File: src/rtl/ram_core_dp.sv
// ram_core_dp -- simple dual-port synchronous RAM with registered read.
//
// One write port and one read port share a single clock. A read issued at
// edge N is registered at edge N and presented (rd_data, rd_valid) during
// cycle N+1. A same-cycle write and read to the same address is write-first:
// the read returns the incoming write data. When CLEAR_ON_RESET is set, every
// reset is followed by an INIT sweep that zeroes all DEPTH locations. Requests
// that arrive during the sweep are dropped and flagged with req_drop.
//
// Ports:
//   clk        clock, all logic on posedge
//   rstn       synchronous reset, active-high (1 = reset)
//   wr_en      write request
//   wr_addr    write address
//   wr_data    write data
//   rd_en      read request
//   rd_addr    read address
//   rd_data    registered read data (holds when no read)
//   rd_valid   one-cycle pulse per accepted read
//   init_busy  INIT sweep in progress
//   req_drop   one-cycle pulse: a request was dropped during INIT
module ram_core_dp #(
  parameter int unsigned ADDR_WIDTH     = 4,
  parameter int unsigned DATA_WIDTH     = 8,
  parameter int unsigned CLEAR_ON_RESET = 1
) (
  input  logic                  clk,
  input  logic                  rstn,
  input  logic                  wr_en,
  input  logic [ADDR_WIDTH-1:0] wr_addr,
  input  logic [DATA_WIDTH-1:0] wr_data,
  input  logic                  rd_en,
  input  logic [ADDR_WIDTH-1:0] rd_addr,
  output logic [DATA_WIDTH-1:0] rd_data,
  output logic                  rd_valid,
  output logic                  init_busy,
  output logic                  req_drop
);

  localparam int unsigned DEPTH = 2 ** ADDR_WIDTH;
  localparam int unsigned CNT_W = ADDR_WIDTH + 1;
  localparam logic [CNT_W-1:0] CNT_LAST = CNT_W'(DEPTH - 1);

  typedef enum logic {
    INIT,
    READY
  } state_t;

  state_t                state_q, state_d;
  logic [CNT_W-1:0]      cnt_q, cnt_d;
  logic [DATA_WIDTH-1:0] rd_data_q, rd_data_d;
  logic                  rd_valid_q, rd_valid_d;
  logic                  req_drop_q, req_drop_d;

  logic [DATA_WIDTH-1:0] mem_q [DEPTH];

  // Next-state and datapath logic.
  always_comb begin
    state_d    = state_q;
    cnt_d      = cnt_q;
    rd_data_d  = rd_data_q;
    rd_valid_d = 1'b0;
    req_drop_d = 1'b0;

    unique case (state_q)
      INIT: begin
        req_drop_d = wr_en | rd_en;
        if (cnt_q == CNT_LAST) begin
          cnt_d   = '0;
          state_d = READY;
        end else begin
          cnt_d = cnt_q + CNT_W'(1);
        end
      end
      READY: begin
        if (rd_en) begin
          rd_valid_d = 1'b1;
          // Write-first bypass: the array write lands on the same edge, so
          // forward the incoming word instead of the stale array entry.
          if (wr_en && (wr_addr == rd_addr)) begin
            rd_data_d = wr_data;
          end else begin
            rd_data_d = mem_q[rd_addr];
          end
        end
      end
      default: state_d = READY;
    endcase
  end

  always_ff @(posedge clk) begin
    if (rstn) begin
      state_q    <= (CLEAR_ON_RESET != 0) ? INIT : READY;
      cnt_q      <= '0;
      rd_data_q  <= '0;
      rd_valid_q <= 1'b0;
      req_drop_q <= 1'b0;
    end else begin
      state_q    <= state_d;
      cnt_q      <= cnt_d;
      rd_data_q  <= rd_data_d;
      rd_valid_q <= rd_valid_d;
      req_drop_q <= req_drop_d;
    end
  end

  // Storage is never reset; it is only cleared by the INIT sweep.
  always_ff @(posedge clk) begin
    if (!rstn) begin
      if (state_q == INIT) begin
        mem_q[cnt_q[ADDR_WIDTH-1:0]] <= '0;
      end else if (wr_en) begin
        mem_q[wr_addr] <= wr_data;
      end
    end
  end

  assign rd_data   = rd_data_q;
  assign rd_valid  = rd_valid_q;
  assign init_busy = (state_q == INIT);
  assign req_drop  = req_drop_q;

endmodule
File: config.mk
export PLATFORM = sky130hd
export DESIGN_NAME = ram_core_dp
export DESIGN_NICKNAME = d
export VERILOG_FILES = /design/src/rtl/ram_core_dp.sv
export SDC_FILE = /design/constraint.sdc
export NUM_CORES = 1
export LEC_CHECK = 0
export CAP_MARGIN = 5
export CORE_MARGIN = 4
export CORE_UTILIZATION = 41
export DETAILED_ROUTE_END_ITERATION = 7
export PLACE_DENSITY = 0.58
export SLEW_MARGIN = 20
export SYNTH_ARGS = -nofsm -noshare
export SYNTH_HDL_FRONTEND = slang
export SYNTH_SLANG_ARGS = --single-unit
File: constraint.sdc
create_clock -name clk -period 2 [get_ports clk]
set_input_delay 0.4 -clock clk [delete_from_list [all_inputs] [get_ports clk]]
set_output_delay 0.4 -clock clk [all_outputs]
set_load 0.05 [all_outputs]
==> flow_summary_export.csv <==
group,metric,value,unit
outcome,run_status,"finished, final reports clean",
setup_path,worst_setup_path_start_kind,"flip-flop",
routing,detail_route.iter0.violations,240,
setup_path,timing.reg2reg.worst_path_depth,8,
placement,placement.io_buffers,30,
sta,max_freq,505,MHz
power_and_ir_drop,switching_share,0.197,
flow_run,maxCapViolCount,0,
setup_path,required,2.31,ns
power_and_ir_drop,irDropWorstVdd,0.556,mV
finish,antenna_cells,0,
clocking,root_buffer,"sky130_fd_sc_hd__clkbuf_16",
floorplanning,ioPinCount,31,
sta,worst_slew_pin_slew,0.513,ns
setup_path,worst_setup_path_end_kind,"flip-flop",
sta,period_share,0.990,
clocking,numCtsBuffers,17,
sta,finalWorstPathRequiredPeriod,1.98,ns
global_route,globalRouteOverflowTotal,0,
floorplanning,initial_utilization,0.419,
logic_synthesis,synthesis.yosys.warnings,0,
global_route,grt_first_pass_wirelength,21200,um
global_route,grt_util_all_layers,0.180,
global_route,grt_max_degree,20,
min_path,worstHoldPathType,"flip-flop to flip-flop",
routing,final_antenna_net_count,0,
routing,detailedRoute.firstPassIterationCount,4,
power_and_ir_drop,cellPowerDensity,904,mW/mm2
finish,nets,459,
routing,drc,0,
power_and_ir_drop,internal_power,5540,uW
min_path,whs_path_depth,2,
finish,final_common_cell,"sky130_fd_sc_hd__edfxtp_1",
floorplanning,fp.dieW,127,um
floorplanning,design.core.area,0.0138,mm2
power_and_ir_drop,p_leak,0.00286,uW
placement,place_hpwl,9250,um
power_and_ir_drop,p_switching,1360,uW
routing,vias_per_inst,5.37,
power_and_ir_drop,comb_power_share,0.059,
global_route,grt_antenna_before_repair,0,
logic_synthesis,postSynthCellCount,327,
logic_synthesis,ys_seq_elements,144,
power_and_ir_drop,share_seq_of_total_power,0.475,
setup_path,arrival,2.29,ns
logic_synthesis,synth_seq_area_share,0.719,
power_and_ir_drop,p_total,6900,uW
setup_path,setup.worst_path.class,"flip-flop to flip-flop",
logic_synthesis,synth_area_leaders,"sky130_fd_sc_hd__edfxtp_1 (66%), sky130_fd_sc_hd__mux4_2 (12%), sky130_fd_sc_hd__dfxtp_1 (5.5%), sky130_fd_sc_hd__a22oi_1 (2.2%), sky130_fd_sc_hd__nor2_1 (2.1%)",
clocking,cts_max_level,4,
sta,finalHoldViolCount,0,
clocking,worst_skew_pair.late_latency,0.41,ns
sta,setup_viol_count_final,0,
floorplanning,placement_rows,43,
sta,slew_headroom,0.658,
sta,timing.clock.skew,0.00703,ns
power_and_ir_drop,p_clk_frac,0.466,
sta,rsz_0062_raised_after_global_routing,"true",
floorplanning,die_height,127,um
global_route,vias_in_the_first_global_route,3571,
routing,routed_wire_length_per_instance,21.5,um
finish,share_of_final_layout_standard_cells_stronger_than_drive_strength_1,0.359,
finish,syn2layout_area_growth,31.9,%
clocking,clk_path_buf_depth,2,
logic_synthesis,synth_largest_type_area_fraction,0.664,
logic_synthesis,netlist_area,0.00579,mm2
routing,via_count,3388,
clocking,worst_setup_hold_path_clk_slew,0.06,ns
sta,fin_ws,0.0203,ns
clocking,cts_tree,"done",
setup_path,crit_path_max_fanout,8,
floorplanning,die_area,0.0161,mm2
routing,drt-total-wl,13600,um
logic_synthesis,post_syn_nets,348,
logic_synthesis,netlist.top_cell.by_area,"sky130_fd_sc_hd__edfxtp_1",
finish,most-common-layout-cells,"sky130_fd_sc_hd__edfxtp_1 (128), sky130_fd_sc_hd__buf_4 (73), sky130_fd_sc_hd__mux4_2 (32), sky130_fd_sc_hd__nor2_1 (23), sky130_fd_sc_hd__clkdlybuf4s50_1 (19)",
sta,report.final.slew_viol_count,0,
logic_synthesis,synth.lib_cells_used.distinct,32,
logic_synthesis,syn_avg_cell_area,17.7,um2
placement,post_place_setup_slack,-0.532,ns
clocking,cts.sinks,144,
placement,place_congestion,0.819,
[area by class of cell]
type                            instances  area, um2
Clock inverter                         13        169
Timing Repair Buffer                  112       1030
Multi-Input combinational cell        158       1590
Tap cell                              180        225
Sequential cell                       144       4170
Inverter                                5       18.8
Clock buffer                           19        433
Fill cell                            1063       6190
[logic make-up (layout without fill, tap and decap cells)]
kind of cell	Yosys count	after routing	synth area share
flops	144	144	0.719
simple gates	68	68	0.0573
compound gates	47	47	0.0607
mux	37	37	0.133
buf+inv	25	149	0.0195
xor+xnor	5	5	0.00757
fa+ha+maj	1	1	0.00216
[synth_stat cells]
library cell,instances
sky130_fd_sc_hd__edfxtp_1,128
sky130_fd_sc_hd__mux4_2,32
sky130_fd_sc_hd__nor2_1,32
sky130_fd_sc_hd__a22oi_1,17
sky130_fd_sc_hd__dfxtp_1,16
sky130_fd_sc_hd__nand2_1,14
sky130_fd_sc_hd__clkbuf_1,13
sky130_fd_sc_hd__a311oi_1,10
sky130_fd_sc_hd__and2_1,10
sky130_fd_sc_hd__a21o_1,8
sky130_fd_sc_hd__a31oi_1,6
sky130_fd_sc_hd__inv_1,5
sky130_fd_sc_hd__mux2i_1,4
sky130_fd_sc_hd__nor2b_1,4
sky130_fd_sc_hd__buf_2,3
sky130_fd_sc_hd__xnor2_1,3
sky130_fd_sc_hd__buf_1,2
sky130_fd_sc_hd__buf_6,2
sky130_fd_sc_hd__nor3_1,2
sky130_fd_sc_hd__nor3b_1,2
sky130_fd_sc_hd__o21ai_0,2
sky130_fd_sc_hd__xor2_1,2
sky130_fd_sc_hd__a21oi_1,1
sky130_fd_sc_hd__a41oi_1,1
sky130_fd_sc_hd__and3b_4,1
sky130_fd_sc_hd__ha_1,1
sky130_fd_sc_hd__mux2_2,1
sky130_fd_sc_hd__nand2b_1,1
sky130_fd_sc_hd__nor4_4,1
sky130_fd_sc_hd__o22a_1,1
sky130_fd_sc_hd__o22ai_1,1
sky130_fd_sc_hd__or3_1,1
[flip-flops by register name (all words and copies together), names as in the netlist]
name	flops
cnt_q	5
mem_q	128
rd_data	8
rd_valid	1
req_drop	1
state_q	1
[final timing paths]
path                                                 to                  start  slack [ns]
worst min-delay path              cnt_q[4]$_SDFFE_PP0N_  cnt_q[4]$_SDFFE_PP0N_        0.46
worst min register to register    cnt_q[4]$_SDFFE_PP0N_  cnt_q[4]$_SDFFE_PP0N_        0.46
worst max register to register  rd_data[3]$_SDFFE_PP0P_     state_q$_SDFF_PP0_        0.02
worst max-delay path            rd_data[3]$_SDFFE_PP0P_     state_q$_SDFF_PP0_        0.02
[critical path, cell delays in order (launching register included)]
cell and delay [ns]:
sky130_fd_sc_hd__dfxtp_4 0.35, sky130_fd_sc_hd__and3b_4 0.27, sky130_fd_sc_hd__mux2i_4 0.29, sky130_fd_sc_hd__xnor2_2 0.16, sky130_fd_sc_hd__nor4_4 0.08, sky130_fd_sc_hd__buf_4 0.15
sky130_fd_sc_hd__clkbuf_16 0.15, sky130_fd_sc_hd__a21o_1 0.15, sky130_fd_sc_hd__a311oi_1 0.28
[metrics by stage]
stage	area [um2]	TNS (ns)	hold WS, ns	util	instances
5_1_grt	7630	-0.466	0.487	0.552	631
3_3_place_gp	6910	-61.00	0.440	0.500	593
3_5_place_dp	6910	-61.03	0.450	0.500	593
6_report	7630	0	0.464	0.552	631
4_1_cts	7590	0	0.463	0.549	629
2_1_floorplan	5800	-2.85	0.426	-	327
[what timing repair did]
| item | 4_1_cts | 5_1_grt |
|---|---|---|
| pin swaps | 3 | 1 |
| endpoints found under the setup margin | 92 | 59 |
| buffers inserted | 3 | 2 |
| hold buffers | 0 | 0 |
| gates resized for setup | 15 | 10 |
| cloned | 1 | 0 |
[power by group through the flow]
stage	logic (uW)	registers [uW]	clock network (uW)
after floorplan	194	3340	0
after CTS	405	3280	3270
final	406	3280	3220
after global placement	391	3340	0
after detailed placement	393	3340	0
after global routing	436	3280	3430
[per-layer routing]
metal | share of wire | wire length [um] | GRT usage
met3 | 0.054 | 735 | 0.0429
met1 | 0.44 | 5900 | 0.235
met4 | 0.023 | 317 | 0.0732
met2 | 0.49 | 6600 | 0.293
met5 | 0 | 0 | 0
No activity file was read; power rests on OpenSTA's default activity.
